--- src/rtl/pipe_control_decode_if.sv ---
// Decoder handshake and control-bundle bus.
// Upstream drives instr/valid/stall/flush; decoder returns stage controls.
interface pipe_control_decode_if #(
   parameter int INSTR_W   = 32,
   parameter int RF_ADDR_W = 5
);
   logic                 in_valid;
   logic                 in_ready;
   logic [INSTR_W-1:0]   instr;
   logic                 stall_ext;
   logic                 flush;
   logic                 ex_valid;
   logic                 ex_regWrite;
   logic                 ex_branch;
   logic                 ex_opB;
   logic                 ex_store;
   logic                 ex_memToReg;
   logic [2:0]           ex_immSel;
   logic [1:0]           ex_opA;
   logic [1:0]           ex_nextPc;
   logic [2:0]           ex_alu;
   logic [3:0]           ex_aluSel;
   logic [RF_ADDR_W-1:0] ex_rd;
   logic                 ex_illegal;
   logic                 wb_valid;
   logic                 wb_regWrite;
   logic                 wb_memToReg;
   logic [RF_ADDR_W-1:0] wb_rd;
   logic                 hazard_stall;

   modport master (
      output in_valid, instr, stall_ext, flush,
      input  in_ready, ex_valid, ex_regWrite, ex_branch, ex_opB,
      input  ex_store, ex_memToReg, ex_immSel, ex_opA, ex_nextPc,
      input  ex_alu, ex_aluSel, ex_rd, ex_illegal,
      input  wb_valid, wb_regWrite, wb_memToReg, wb_rd, hazard_stall
   );

   modport slave (
      input  in_valid, instr, stall_ext, flush,
      output in_ready, ex_valid, ex_regWrite, ex_branch, ex_opB,
      output ex_store, ex_memToReg, ex_immSel, ex_opA, ex_nextPc,
      output ex_alu, ex_aluSel, ex_rd, ex_illegal,
      output wb_valid, wb_regWrite, wb_memToReg, wb_rd, hazard_stall
   );
endinterface

--- src/rtl/pipe_control_decode.sv ---
// Pipelined RV32I control decoder: opcode decode, stage chain,
// valid/ready handshake, external stall, flush and load-use interlock.
module pipe_control_decode #(
   parameter int INSTR_W        = 32,
   parameter int PIPE_STAGES    = 3,
   parameter int RF_ADDR_W      = 5,
   parameter int LOAD_USE_STALL = 1
) (
   input  logic                  clk,
   input  logic                  rst,
   pipe_control_decode_if.slave  bus
);

   typedef struct packed {
      logic                 valid;
      logic                 regWrite;
      logic                 branch;
      logic                 opB;
      logic                 store;
      logic                 memToReg;
      logic [2:0]           immSel;
      logic [1:0]           opA;
      logic [1:0]           nextPc;
      logic [2:0]           alu;
      logic [3:0]           aluSel;
      logic [RF_ADDR_W-1:0] rd;
      logic                 illegal;
   } ctrl_t;

   localparam logic [6:0] OP_R   = 7'b0110011;
   localparam logic [6:0] OP_I   = 7'b0010011;
   localparam logic [6:0] OP_L   = 7'b0000011;
   localparam logic [6:0] OP_S   = 7'b0100011;
   localparam logic [6:0] OP_B   = 7'b1100011;
   localparam logic [6:0] OP_J   = 7'b1101111;
   localparam logic [6:0] OP_JR  = 7'b1100111;
   localparam logic [6:0] OP_LUI = 7'b0110111;
   localparam logic [6:0] OP_AUI = 7'b0010111;

   logic [6:0]           opc;
   logic [2:0]           f3;
   logic                 f7b5;
   logic [RF_ADDR_W-1:0] rd;
   logic [RF_ADDR_W-1:0] rs1;
   logic [RF_ADDR_W-1:0] rs2;
   logic                 use_rs1;
   logic                 use_rs2;
   logic                 ld_hit;
   logic                 xfer;
   logic                 unused_bits;
   ctrl_t                dec;
   ctrl_t                stg_d [PIPE_STAGES];
   ctrl_t                stg_q [PIPE_STAGES];

   assign opc  = bus.instr[6:0];
   assign f3   = bus.instr[14:12];
   assign f7b5 = bus.instr[30];
   assign rd   = bus.instr[7 +: RF_ADDR_W];
   assign rs1  = bus.instr[15 +: RF_ADDR_W];
   assign rs2  = bus.instr[20 +: RF_ADDR_W];
   assign unused_bits = ^{bus.instr[INSTR_W-1:31], bus.instr[29:25]};

   // Decode the incoming word into a control bundle and register-read flags.
   always_comb begin
      dec       = '0;
      dec.valid = 1'b1;
      dec.rd    = rd;
      use_rs1   = 1'b0;
      use_rs2   = 1'b0;
      unique case (1'b1)
         opc == OP_R: begin
            dec.regWrite = 1'b1;
            dec.aluSel   = {f7b5, f3};
            use_rs1      = 1'b1;
            use_rs2      = 1'b1;
         end
         opc == OP_I: begin
            dec.regWrite = 1'b1;
            dec.opB      = 1'b1;
            dec.aluSel   = {(f3 == 3'b101) ? f7b5 : 1'b0, f3};
            use_rs1      = 1'b1;
         end
         opc == OP_L: begin
            dec.regWrite = 1'b1;
            dec.opB      = 1'b1;
            dec.memToReg = 1'b1;
            dec.alu      = f3;
            use_rs1      = 1'b1;
         end
         opc == OP_S: begin
            dec.store  = 1'b1;
            dec.opB    = 1'b1;
            dec.immSel = 3'b001;
            dec.alu    = f3;
            dec.rd     = '0;
            use_rs1    = 1'b1;
            use_rs2    = 1'b1;
         end
         opc == OP_B: begin
            dec.branch = 1'b1;
            dec.immSel = 3'b010;
            dec.nextPc = 2'b01;
            dec.alu    = f3;
            dec.rd     = '0;
            use_rs1    = 1'b1;
            use_rs2    = 1'b1;
         end
         opc == OP_J: begin
            dec.regWrite = 1'b1;
            dec.opA      = 2'b01;
            dec.immSel   = 3'b100;
            dec.nextPc   = 2'b10;
         end
         opc == OP_JR: begin
            dec.regWrite = 1'b1;
            dec.opB      = 1'b1;
            dec.nextPc   = 2'b11;
            use_rs1      = 1'b1;
         end
         opc == OP_LUI: begin
            dec.regWrite = 1'b1;
            dec.opA      = 2'b10;
            dec.opB      = 1'b1;
            dec.immSel   = 3'b011;
         end
         opc == OP_AUI: begin
            dec.regWrite = 1'b1;
            dec.opA      = 2'b01;
            dec.opB      = 1'b1;
            dec.immSel   = 3'b011;
         end
         default: begin
            dec.illegal = 1'b1;
         end
      endcase
   end

   assign ld_hit = stg_q[0].valid && stg_q[0].memToReg &&
                   (stg_q[0].rd != '0) && bus.in_valid && !bus.flush &&
                   ((use_rs1 && (rs1 == stg_q[0].rd)) ||
                    (use_rs2 && (rs2 == stg_q[0].rd)));

   assign bus.hazard_stall = (LOAD_USE_STALL != 0) && ld_hit;
   assign bus.in_ready     = !bus.stall_ext && !bus.hazard_stall;
   assign xfer             = bus.in_valid && bus.in_ready;

   // Next state of the chain: shift when free-running, hold under stall.
   always_comb begin
      stg_d = stg_q;
      if (!bus.stall_ext) begin
         stg_d[0] = (xfer && !bus.flush) ? dec : '0;
         for (int i = 1; i < PIPE_STAGES; i++) begin
            stg_d[i] = stg_q[i-1];
         end
      end else if (bus.flush) begin
         stg_d[0] = '0;
      end
   end

   // Stage registers, all cleared to bubbles on reset.
   always_ff @(posedge clk or negedge rst) begin
      if (!rst) begin
         for (int i = 0; i < PIPE_STAGES; i++) begin
            stg_q[i] <= '0;
         end
      end else begin
         stg_q <= stg_d;
      end
   end

   assign bus.ex_valid    = stg_q[0].valid;
   assign bus.ex_regWrite = stg_q[0].regWrite;
   assign bus.ex_branch   = stg_q[0].branch;
   assign bus.ex_opB      = stg_q[0].opB;
   assign bus.ex_store    = stg_q[0].store;
   assign bus.ex_memToReg = stg_q[0].memToReg;
   assign bus.ex_immSel   = stg_q[0].immSel;
   assign bus.ex_opA      = stg_q[0].opA;
   assign bus.ex_nextPc   = stg_q[0].nextPc;
   assign bus.ex_alu      = stg_q[0].alu;
   assign bus.ex_aluSel   = stg_q[0].aluSel;
   assign bus.ex_rd       = stg_q[0].rd;
   assign bus.ex_illegal  = stg_q[0].illegal;
   assign bus.wb_valid    = stg_q[PIPE_STAGES-1].valid;
   assign bus.wb_regWrite = stg_q[PIPE_STAGES-1].regWrite;
   assign bus.wb_memToReg = stg_q[PIPE_STAGES-1].memToReg;
   assign bus.wb_rd       = stg_q[PIPE_STAGES-1].rd;

endmodule

--- src/flat_wrapper.sv ---
// flat-port wrapper written by rule: the top's interface ports become plain ports
module pipe_control_decode_flat 
#(
   parameter int INSTR_W        = 32,
   parameter int PIPE_STAGES    = 3,
   parameter int RF_ADDR_W      = 5,
   parameter int LOAD_USE_STALL = 1
)
  (clk, rst, bus_in_valid, bus_instr, bus_stall_ext, bus_flush, bus_in_ready, bus_ex_valid, bus_ex_regWrite, bus_ex_branch, bus_ex_opB, bus_ex_store, bus_ex_memToReg, bus_ex_immSel, bus_ex_opA, bus_ex_nextPc, bus_ex_alu, bus_ex_aluSel, bus_ex_rd, bus_ex_illegal, bus_wb_valid, bus_wb_regWrite, bus_wb_memToReg, bus_wb_rd, bus_hazard_stall);
  pipe_control_decode_if #(.INSTR_W(INSTR_W), .RF_ADDR_W(RF_ADDR_W)) bus_i ();
  input  logic clk;
  input  logic rst;
  input wire logic [$bits(bus_i.in_valid)-1:0] bus_in_valid;
  input wire logic [$bits(bus_i.instr)-1:0] bus_instr;
  input wire logic [$bits(bus_i.stall_ext)-1:0] bus_stall_ext;
  input wire logic [$bits(bus_i.flush)-1:0] bus_flush;
  output wire logic [$bits(bus_i.in_ready)-1:0] bus_in_ready;
  output wire logic [$bits(bus_i.ex_valid)-1:0] bus_ex_valid;
  output wire logic [$bits(bus_i.ex_regWrite)-1:0] bus_ex_regWrite;
  output wire logic [$bits(bus_i.ex_branch)-1:0] bus_ex_branch;
  output wire logic [$bits(bus_i.ex_opB)-1:0] bus_ex_opB;
  output wire logic [$bits(bus_i.ex_store)-1:0] bus_ex_store;
  output wire logic [$bits(bus_i.ex_memToReg)-1:0] bus_ex_memToReg;
  output wire logic [$bits(bus_i.ex_immSel)-1:0] bus_ex_immSel;
  output wire logic [$bits(bus_i.ex_opA)-1:0] bus_ex_opA;
  output wire logic [$bits(bus_i.ex_nextPc)-1:0] bus_ex_nextPc;
  output wire logic [$bits(bus_i.ex_alu)-1:0] bus_ex_alu;
  output wire logic [$bits(bus_i.ex_aluSel)-1:0] bus_ex_aluSel;
  output wire logic [$bits(bus_i.ex_rd)-1:0] bus_ex_rd;
  output wire logic [$bits(bus_i.ex_illegal)-1:0] bus_ex_illegal;
  output wire logic [$bits(bus_i.wb_valid)-1:0] bus_wb_valid;
  output wire logic [$bits(bus_i.wb_regWrite)-1:0] bus_wb_regWrite;
  output wire logic [$bits(bus_i.wb_memToReg)-1:0] bus_wb_memToReg;
  output wire logic [$bits(bus_i.wb_rd)-1:0] bus_wb_rd;
  output wire logic [$bits(bus_i.hazard_stall)-1:0] bus_hazard_stall;
  assign bus_i.in_valid = bus_in_valid;
  assign bus_i.instr = bus_instr;
  assign bus_i.stall_ext = bus_stall_ext;
  assign bus_i.flush = bus_flush;
  assign bus_in_ready = bus_i.in_ready;
  assign bus_ex_valid = bus_i.ex_valid;
  assign bus_ex_regWrite = bus_i.ex_regWrite;
  assign bus_ex_branch = bus_i.ex_branch;
  assign bus_ex_opB = bus_i.ex_opB;
  assign bus_ex_store = bus_i.ex_store;
  assign bus_ex_memToReg = bus_i.ex_memToReg;
  assign bus_ex_immSel = bus_i.ex_immSel;
  assign bus_ex_opA = bus_i.ex_opA;
  assign bus_ex_nextPc = bus_i.ex_nextPc;
  assign bus_ex_alu = bus_i.ex_alu;
  assign bus_ex_aluSel = bus_i.ex_aluSel;
  assign bus_ex_rd = bus_i.ex_rd;
  assign bus_ex_illegal = bus_i.ex_illegal;
  assign bus_wb_valid = bus_i.wb_valid;
  assign bus_wb_regWrite = bus_i.wb_regWrite;
  assign bus_wb_memToReg = bus_i.wb_memToReg;
  assign bus_wb_rd = bus_i.wb_rd;
  assign bus_hazard_stall = bus_i.hazard_stall;
  pipe_control_decode #(.INSTR_W(INSTR_W), .PIPE_STAGES(PIPE_STAGES), .RF_ADDR_W(RF_ADDR_W), .LOAD_USE_STALL(LOAD_USE_STALL)) u_core (.clk(clk), .rst(rst), .bus(bus_i));
endmodule
--- config.mk ---
export PLATFORM = sky130hd
export DESIGN_NAME = pipe_control_decode_flat
export DESIGN_NICKNAME = d
export VERILOG_FILES = /design/src/rtl/pipe_control_decode_if.sv /design/src/rtl/pipe_control_decode.sv /design/src/flat_wrapper.sv
export SDC_FILE = /design/constraint.sdc
export NUM_CORES = 1
export LEC_CHECK = 0
export BUFFER_PORTS_ARGS = -buffer_cell sky130_fd_sc_hd__buf_2
export CORE_ASPECT_RATIO = 0.9
export CORE_UTILIZATION = 30
export DETAILED_ROUTE_END_ITERATION = 12
export GPL_ROUTABILITY_DRIVEN = 0
export PLACE_DENSITY = 0.51
export SYNTH_ARGS = -nofsm -noshare
export SYNTH_HDL_FRONTEND = slang
export SYNTH_SLANG_ARGS = --single-unit
--- constraint.sdc ---
create_clock -name clk -period 1.9 [get_ports clk]
set_input_delay 0.19 -clock clk [delete_from_list [all_inputs] [get_ports clk]]
set_output_delay 0.19 -clock clk [all_outputs]
set_load 0.03 [all_outputs]
==> load_flow_metrics.sql, run 1 <==
INSERT INTO impl_metrics (metric_group, metric, value, unit) VALUES
('logic_synthesis', 'ys.flop_type', 'sky130_fd_sc_hd__dfrtp_1', ''),
('layout', 'layout.core_utilization', '39.6', '%'),
('critical_path', 'setup_cp_type', 'flop to primary output', ''),
('global_routing', 'grt_first_pass_wirelength', '9040', 'microns'),
('drt', 'ant_nets', '0', ''),
('timing', 'rsz0062_at_grt', 'true', ''),
('logic_synthesis', 'synth.cells.most_frequent', '42 x sky130_fd_sc_hd__dfrtp_1, 33 x sky130_fd_sc_hd__nand2_1, 26 x sky130_fd_sc_hd__buf_4', ''),
('logic_synthesis', 'synth_top_cell_by_area', 'sky130_fd_sc_hd__dfrtp_1', ''),
('layout', 'filler_cell_count', '755', ''),
('layout', 'finalNonFillerCells', '374', ''),
('timing', 'final_period_minus_worst_setup_slack', '2.11', 'ns'),
('critical_path', 'critical_path.startpoint_type', 'flop', ''),
('timing', 'fin_setup_tns', '-0.650', 'ns'),
('pwr', 'power.static_leakage', '1.41', 'nW'),
('critical_path', 'end_kind', 'primary output', ''),
('job', 'max_cap_violations', '0', ''),
('drt', 'detailed_route_via_count', '1758', ''),
('critical_path', 'worst-r2r-cell-count', '7', ''),
('critical_path', 'arrival', '1.92', 'ns'),
('logic_synthesis', 'synth_most_common_cell', 'sky130_fd_sc_hd__dfrtp_1', ''),
('timing', 'setup_ws', '-0.206', 'ns'),
('clock_tree', 'numCtsBuffers', '5', ''),
('pwr', 'p_per_area', '669', 'nW/um^2'),
('logic_synthesis', 'ys.warnings.count', '0', ''),
('logic_synthesis', 'synthesis.area_per_instance', '10.3', 'sq um'),
('floorplan', 'die-height', '84.4', 'microns'),
('timing', 'crit_share_post_route', '111', '%'),
('logic_synthesis', 'share_of_the_synthesized_area_in_compound_gates_ao_oa_aoi_oai', '13.7', '%'),
('logic_synthesis', 'synth_enable_flop_cells', '0', ''),
('placement', 'pre_cts_ws', '0.0510', 'ns'),
('timing', 'report.final.slew_viol_count', '0', ''),
('logic_synthesis', 'post_synth_and_or_nand_nor_area_fraction', '16.9', '%'),
('critical_path', 'worst_path_required', '1.71', 'ns'),
('logic_synthesis', 'ys_seq_area_share', '46.5', '%'),
('floorplan', 'num_io_pins', '73', ''),
('clock_tree', 'clk-insertion-delay-late', '0.30', 'ns'),
('logic_synthesis', 'synth_cells', '220', ''),
('drt', 'firstDrtPassIters', '4', ''),
('timing', 'setup_violations_final', '17', ''),
('critical_path', 'critical_path_peak_fanout', '5', ''),
('timing', 'holdWs', '0.0863', 'ns'),
('status', 'status', 'finished, violations left', ''),
('logic_synthesis', 'synthMuxAreaShare', '7.96', '%'),
('logic_synthesis', 'synth_top_area_share', '46.5', '%'),
('layout', 'layout.nets', '317', ''),
('clock_tree', 'h-tree-depth', '2', ''),
('hold_path', 'hold-path-cell-count', '2', ''),
('clock_tree', 'path_clk_slew', '0.09', 'ns'),
('logic_synthesis', 'xor_xnor_fraction_of_synth_area', '3.87', '%'),
('timing', 'timing.slew.headroom', '73.8', '%'),
('drt', 'detailedRoute.firstIterationViolations', '114', ''),
('logic_synthesis', 'main_combinational_cell_family_by_area_after_synthesis', 'simple AND/OR/NAND/NOR gates', ''),
('clock_tree', 'cts.path.max_buffers', '2', ''),
('status', 'failed_checks', 'negative setup slack', ''),
('pwr', 'finalPower', '1.90', 'mW'),
('placement', 'io_buffer_count', '66', ''),
('logic_synthesis', 'synth.ff_latch_count', '42', ''),
('drt', 'vias_per_cell', '4.70', ''),
('layout', 'drive_gt1_share', '51.6', '%'),
('placement', 'place.detailed.instances', '360', ''),
('clock_tree', 'tritoncts_num_sinks', '42', ''),
('floorplan', 'core', '7180', 'sq um'),
('logic_synthesis', 'synth.area.top_cells', 'sky130_fd_sc_hd__dfrtp_1 46%, sky130_fd_sc_hd__buf_4 8.6%, sky130_fd_sc_hd__mux2_2 8.0%, sky130_fd_sc_hd__o21ai_2 7.0%, sky130_fd_sc_hd__nand2_1 5.5%', ''),
('floorplan', 'die_width', '93.5', 'microns'),
('global_routing', 'grt_overflow_total', '0', ''),
('placement', 'post_dp_cell_area', '2620', 'sq um'),
('timing', 'worstMarginPinSlew', '0.392', 'ns'),
('global_routing', 'antenna_found_initial', '0', ''),
('floorplan', 'core.rowCount', '29', ''),
('drt', 'detail_route.wl_per_cell', '14.9', 'microns'),
('clock_tree', 'clockRootBuffer', 'sky130_fd_sc_hd__clkbuf_8', '');
area by class of cell:
class                   count  area, sq um  area share (%)
flip-flops and latches     42         1060            37.1
multi-input cells         142          996            35.0
repair buffers             88          566            19.9
well taps                  93          116            4.09
clock buffers               5         68.8            2.42
clock inverters             3         40.0            1.41
inverters                   1         3.75           0.132
power breakdown:
group	internal, mW	switching [mW]
Clock	0.387	0.323
Combinational	0.103	0.154
Sequential	0.918	0.0179
cells by family after synthesis:
| family | count (synthesis) |
|---|---|
| buffers and inverters | 36 |
| xor gates and xnor gates | 10 |
| AOI/OAI and AO/OA | 39 |
| DFF | 42 |
| muxes | 16 |
| and+or+nand+nor | 77 |
worst max-delay path: stages (launching register included):
cell and delay (ns):
sky130_fd_sc_hd__dfrtp_2 0.45, sky130_fd_sc_hd__or4_4 0.55, sky130_fd_sc_hd__o2111ai_2 0.21, sky130_fd_sc_hd__a21oi_2 0.07
sky130_fd_sc_hd__buf_12 0.13, sky130_fd_sc_hd__nor2_4 0.07, sky130_fd_sc_hd__buf_6 0.13
registers in the layout (all words and copies together), names as in the netlist:
| register | cells |
|---|---|
| u_core.bus.ex_nextPc | 2 |
| u_core.bus.wb_rd | 5 |
| u_core.bus.ex_illegal | 1 |
| u_core.bus.ex_opA | 2 |
| u_core.bus.wb_regWrite | 1 |
| u_core.bus.ex_memToReg | 1 |
| u_core.bus.ex_regWrite | 1 |
| u_core.bus.ex_alu | 3 |
| u_core.stg_q | 8 |
| u_core.bus.ex_rd | 5 |
| u_core.bus.ex_opB | 1 |
| u_core.bus.wb_memToReg | 1 |
| u_core.bus.ex_valid | 1 |
| u_core.bus.wb_valid | 1 |
| u_core.bus.ex_immSel | 3 |
| u_core.bus.ex_store | 1 |
| u_core.bus.ex_aluSel | 4 |
| u_core.bus.ex_branch | 1 |
cells in the final DEF (no fill, tap or decap), types with 2 or more instances in the layout:
| cell | netlist | layout |
|---|---|---|
| sky130_fd_sc_hd__mux2_2 | 16 | 16 |
| sky130_fd_sc_hd__clkbuf_8 | 0 | 5 |
| sky130_fd_sc_hd__buf_12 | 0 | 3 |
| sky130_fd_sc_hd__o21ai_2 | 18 | 18 |
| sky130_fd_sc_hd__nand3b_1 | 3 | 3 |
| sky130_fd_sc_hd__xor2_1 | 8 | 7 |
| sky130_fd_sc_hd__o21ai_0 | 9 | 9 |
| sky130_fd_sc_hd__nor2b_1 | 4 | 4 |
| sky130_fd_sc_hd__clkinv_2 | 0 | 2 |
| sky130_fd_sc_hd__nand4_1 | 2 | 2 |
| sky130_fd_sc_hd__buf_2 | 3 | 64 |
| sky130_fd_sc_hd__nand2_1 | 33 | 33 |
| sky130_fd_sc_hd__dfrtp_1 | 42 | 38 |
| sky130_fd_sc_hd__nor2_1 | 7 | 6 |
| sky130_fd_sc_hd__buf_4 | 26 | 17 |
| sky130_fd_sc_hd__nand2b_1 | 3 | 3 |
| sky130_fd_sc_hd__buf_6 | 2 | 2 |
| sky130_fd_sc_hd__or3_2 | 2 | 2 |
| sky130_fd_sc_hd__xnor2_1 | 2 | 2 |
| sky130_fd_sc_hd__dfrtp_2 | 0 | 4 |
| sky130_fd_sc_hd__nand3_1 | 15 | 15 |
| sky130_fd_sc_hd__a21oi_1 | 3 | 3 |
| sky130_fd_sc_hd__nor3_1 | 3 | 3 |
path summary, 6_finish.rpt:
kind,endpoint,slack [ns],from
setup / recovery,bus_in_ready,-0.21,u_core.bus.ex_rd[2]
hold / removal,u_core.bus.ex_opA[1],0.09,bus_flush
setup reg to reg,u_core.bus.ex_opB,-0.04,u_core.bus.ex_rd[2]
hold reg to reg,u_core.bus.ex_alu[0],0.48,u_core.bus.ex_alu[0]
max in group asynchronous,u_core.bus.ex_rd[0],1.27,rst
min in group asynchronous,u_core.bus.ex_rd[4],0.41,rst
metal layers:
metal	up-vias	track usage (%)	part of all wire [%]
met3	5	4.35	7.7
met1	835	22.1	48
met5	-	0	0
met2	58	20.8	43
met4	0	4.34	0.91
li1	860	-	-
repair_timing:
item,4_1_cts,5_1_grt
hold buffers,1,0
setup buffers,4,0
gates resized for setup,10,5
hold endpoints to repair,42,0
pin swaps,4,4
cloned,0,1
setup endpoints to repair,2,17
Note: power is estimated with default switching activity, not from simulation.
==> run 2: changes to the inputs <==
--- a/config.mk
+++ b/config.mk
@@ -5,7 +5,7 @@
 export SDC_FILE = /design/constraint.sdc
 export NUM_CORES = 1
 export LEC_CHECK = 0
-export BUFFER_PORTS_ARGS = -buffer_cell sky130_fd_sc_hd__buf_2
+export BUFFER_PORTS_ARGS = -buffer_cell sky130_fd_sc_hd__clkbuf_2
 export CORE_ASPECT_RATIO = 0.9
 export CORE_UTILIZATION = 30
 export DETAILED_ROUTE_END_ITERATION = 12
==> run 2 against run 1 <==
Against the previous run: the run still ends with negative setup slack left; fmax up 3.7%; sequential share of layout area up 1.0 points; worst hold slack better by 0.0097 ns; combinational power about the same; sequential cell count unchanged; count of clock-buffer cells in the layout up 2; utilization down 1.2 points; final area down 3.1%; register-to-register slack better by 0.05 ns; via count down 1.4%; die area unchanged; final cell count down 1.3%; largest cell class unchanged; largest power group unchanged.
==> load_flow_metrics.sql, run 2 (synthesis gave the netlist of run 1 again) <==
INSERT INTO impl_metrics (metric_group, metric, value, unit) VALUES
('floorplan', 'core.rowCount', '29', ''),
('clock_tree', 'path_clk_slew', '0.07', 'ns'),
('critical_path', 'critical_path.startpoint_type', 'flop', ''),
('pwr', 'total_switching_power', '0.456', 'mW'),
('timing', 'timing.slew.headroom', '63.7', '%'),
('global_routing', 'grt_overflow_total', '0', ''),
('floorplan', 'num_io_pins', '73', ''),
('timing', 'worstMarginPinSlew', '0.545', 'ns'),
('layout', 'final_common_cell', 'sky130_fd_sc_hd__clkbuf_2', ''),
('pwr', 'pwr-share-comb', '14.8', '%'),
('layout', 'drive_gt1_share', '48.2', '%'),
('drt', 'vias_per_cell', '4.70', ''),
('critical_path', 'worst_setup_path_end', 'bus_in_ready', ''),
('layout', 'layout.cells.most_common_list', '64 x sky130_fd_sc_hd__clkbuf_2, 42 x sky130_fd_sc_hd__dfrtp_1, 33 x sky130_fd_sc_hd__nand2_1, 18 x sky130_fd_sc_hd__o21ai_2, 16 x sky130_fd_sc_hd__mux2_2', ''),
('drt', 'firstDrtPassIters', '4', ''),
('status', 'status', 'finished, violations left', ''),
('pwr', 'p_per_area', '626', 'nW/um^2'),
('layout', 'insertedDiodeCount', '0', ''),
('layout', 'max_reg_flops', '8', ''),
('timing', 'holdWs', '0.0960', 'ns'),
('pwr', 'power.static_leakage', '1.34', 'nW'),
('job', 'max_cap_violations', '0', ''),
('critical_path', 'setup_cp_type', 'flop to primary output', ''),
('timing', 'setup_ws', '-0.131', 'ns'),
('critical_path', 'r2r_start', 'u_core.bus.ex_rd[1]', ''),
('floorplan', 'die-height', '84.4', 'microns'),
('timing', 'setup_violations_final', '2', ''),
('clock_tree', 'tritoncts_num_sinks', '42', ''),
('pwr', 'power_frac_seq', '54.2', '%'),
('clock_tree', 'clockRootBuffer', 'sky130_fd_sc_hd__clkbuf_8', ''),
('critical_path', 'worst_path_required', '1.71', 'ns'),
('drt', 'ant_nets', '0', ''),
('placement', 'place.detailed.instances', '359', ''),
('timing', 'final_period_minus_worst_setup_slack', '2.03', 'ns'),
('global_routing', 'grt_first_pass_wirelength', '8960', 'microns'),
('floorplan', 'floorplan.die_area', '7890', 'sq um'),
('layout', 'flow.area_growth_from_synthesis', '21.9', '%'),
('critical_path', 'worst-r2r-cell-count', '7', ''),
('global_routing', 'grt_usage', '14.7', '%'),
('layout', 'layout.nets', '313', ''),
('timing', 'timing_limited_maximum_frequency', '0.492', 'GHz'),
('critical_path', 'end_kind', 'primary output', ''),
('drt', 'detailed_route_via_count', '1734', ''),
('critical_path', 'arrival', '1.84', 'ns'),
('clock_tree', 'numCtsBuffers', '5', ''),
('critical_path', 'worst_setup_path_startpoint', 'u_core.bus.ex_rd[1]', ''),
('drt', 'detail_route.wl_per_cell', '14.7', 'microns'),
('placement', 'dp.final_hpwl', '3950', 'microns'),
('timing', 'report.final.slew_viol_count', '0', ''),
('placement', 'io_buffer_count', '66', ''),
('drt', 'routed_wl', '5420', 'microns'),
('status', 'failed_checks', 'negative setup slack', ''),
('floorplan', 'core', '7180', 'sq um'),
('pwr', 'finalPower', '1.73', 'mW'),
('pwr', 'peakVddDrop', '0.223', 'mV'),
('critical_path', 'worst-r2r-setup-slack', '0.01', 'ns'),
('timing', 'crit_share_post_route', '107', '%'),
('floorplan', 'die_width', '93.5', 'microns'),
('critical_path', 'critical_path_peak_fanout', '4', ''),
('timing', 'finalClockSkew', '0.00359', 'ns'),
('hold_path', 'timing.hold.worst.class', 'input port to flop', ''),
('clock_tree', 'clk-insertion-delay-late', '0.29', 'ns'),
('timing', 'rsz0062_at_grt', 'true', ''),
('layout', 'max_flop_register', 'u_core.stg_q', ''),
('global_routing', 'grt_start_max_net_pins', '43', ''),
('drt', 'detailedRoute.firstIterationViolations', '79', ''),
('floorplan', 'start_util', '31.5', '%'),
('pwr', 'netSwitchingFraction', '26.4', '%'),
('layout', 'layout.core_utilization', '38.4', '%'),
('critical_path', 'timing.rr.end', 'u_core.bus.ex_valid', ''),
('timing', 'finalHoldViolCount', '0', ''),
('pwr', 'cell_internal_pwr', '1.27', 'mW'),
('global_routing', 'antenna_found_initial', '0', ''),
('drt', 'drt_drc_violations_left', '0', ''),
('placement', 'pre_cts_ws', '0.0604', 'ns'),
('global_routing', 'grt_pass1_vias', '1726', ''),
('clock_tree', 'h-tree-depth', '2', ''),
('clock_tree', 'cts.path.max_buffers', '2', ''),
('clock_tree', 'cts_tree', 'done', ''),
('pwr', 'pwr-share-clk', '31.1', '%'),
('layout', 'finalNonFillerCells', '369', '');
## run 2: cell count changes in the layout (fill, tap and decap cells not counted), moves of 2 or more
cell	delta
sky130_fd_sc_hd__dfrtp_2	-4
sky130_fd_sc_hd__clkbuf_1	+2
sky130_fd_sc_hd__dfrtp_1	+4
sky130_fd_sc_hd__buf_2	-64
sky130_fd_sc_hd__clkinv_2	-2
sky130_fd_sc_hd__buf_4	-3
sky130_fd_sc_hd__clkbuf_2	+64
sky130_fd_sc_hd__buf_12	-2
## run 2: worst min-delay path by stage
stage                   start                      end  slack (ns)  cells past startpoint
finish              bus_flush     u_core.bus.ex_opA[1]         0.1                      2
global route        bus_flush     u_core.bus.ex_opA[1]         0.1                      2
CTS                 bus_flush     u_core.bus.ex_opA[1]        0.08                      2
detailed placement        rst   u_core.bus.wb_regWrite        0.30                      2
global placement          rst   u_core.bus.wb_regWrite        0.31                      2
floorplan                 rst  u_core.bus.ex_aluSel[0]       -0.11                      0
## run 2: metrics by stage
step	TNS (ns)	cell area [sq um]
3_5_place_dp	0	2580
6_report	-0.205	2760
3_3_place_gp	0	2580
4_1_cts	-0.262	2740
5_1_grt	-1.27	2760
2_1_floorplan	0	2260
## run 2: area by class of cell
| cell class | instances | area (sq um) |
|---|---|---|
| multi-input combinational | 142 | 1000 |
| sequential | 42 | 1050 |
| tap | 93 | 116 |
| fill | 742 | 4430 |
| clock buffer | 7 | 76.3 |
| inverter | 1 | 3.75 |
| timing repair buffer | 84 | 507 |
## run 2: repair_timing
item / in CTS / in global routing
pin swaps: 4 / 0
setup buffers: 3 / 0
endpoints found under the setup margin: 2 / 20
hold endpoints to repair: 42 / 0
hold buffers: 1 / 0
gates resized for setup: 12 / 4
## run 2: worst max-delay path, cell delays in order, from the launching register on
cell and delay [ns]:
sky130_fd_sc_hd__dfrtp_1 0.44, sky130_fd_sc_hd__xor2_1 0.19, sky130_fd_sc_hd__nor4_2 0.29, sky130_fd_sc_hd__nand3_1 0.17
sky130_fd_sc_hd__a21oi_4 0.25, sky130_fd_sc_hd__nor2_2 0.05, sky130_fd_sc_hd__clkbuf_8 0.16
## run 2: power by group through the flow
stage | Sequential (mW) | Clock, mW | Combinational [mW]
after global placement | 0.952 | 0 | 0.243
final | 0.935 | 0.536 | 0.255
after detailed placement | 0.953 | 0 | 0.243
after floorplan | 0.960 | 0 | 0.138
after global routing | 0.939 | 0.607 | 0.278
after CTS | 0.935 | 0.569 | 0.255
## run 2: routing by layer
metal | GRT usage (%) | up-vias | share of wire (%)
li1 | - | 849 | -
met1 | 21.2 | 832 | 50
met2 | 21.7 | 49 | 43
met3 | 3.71 | 4 | 5.8
met4 | 4.34 | 0 | 0.76
met5 | 0 | - | 0
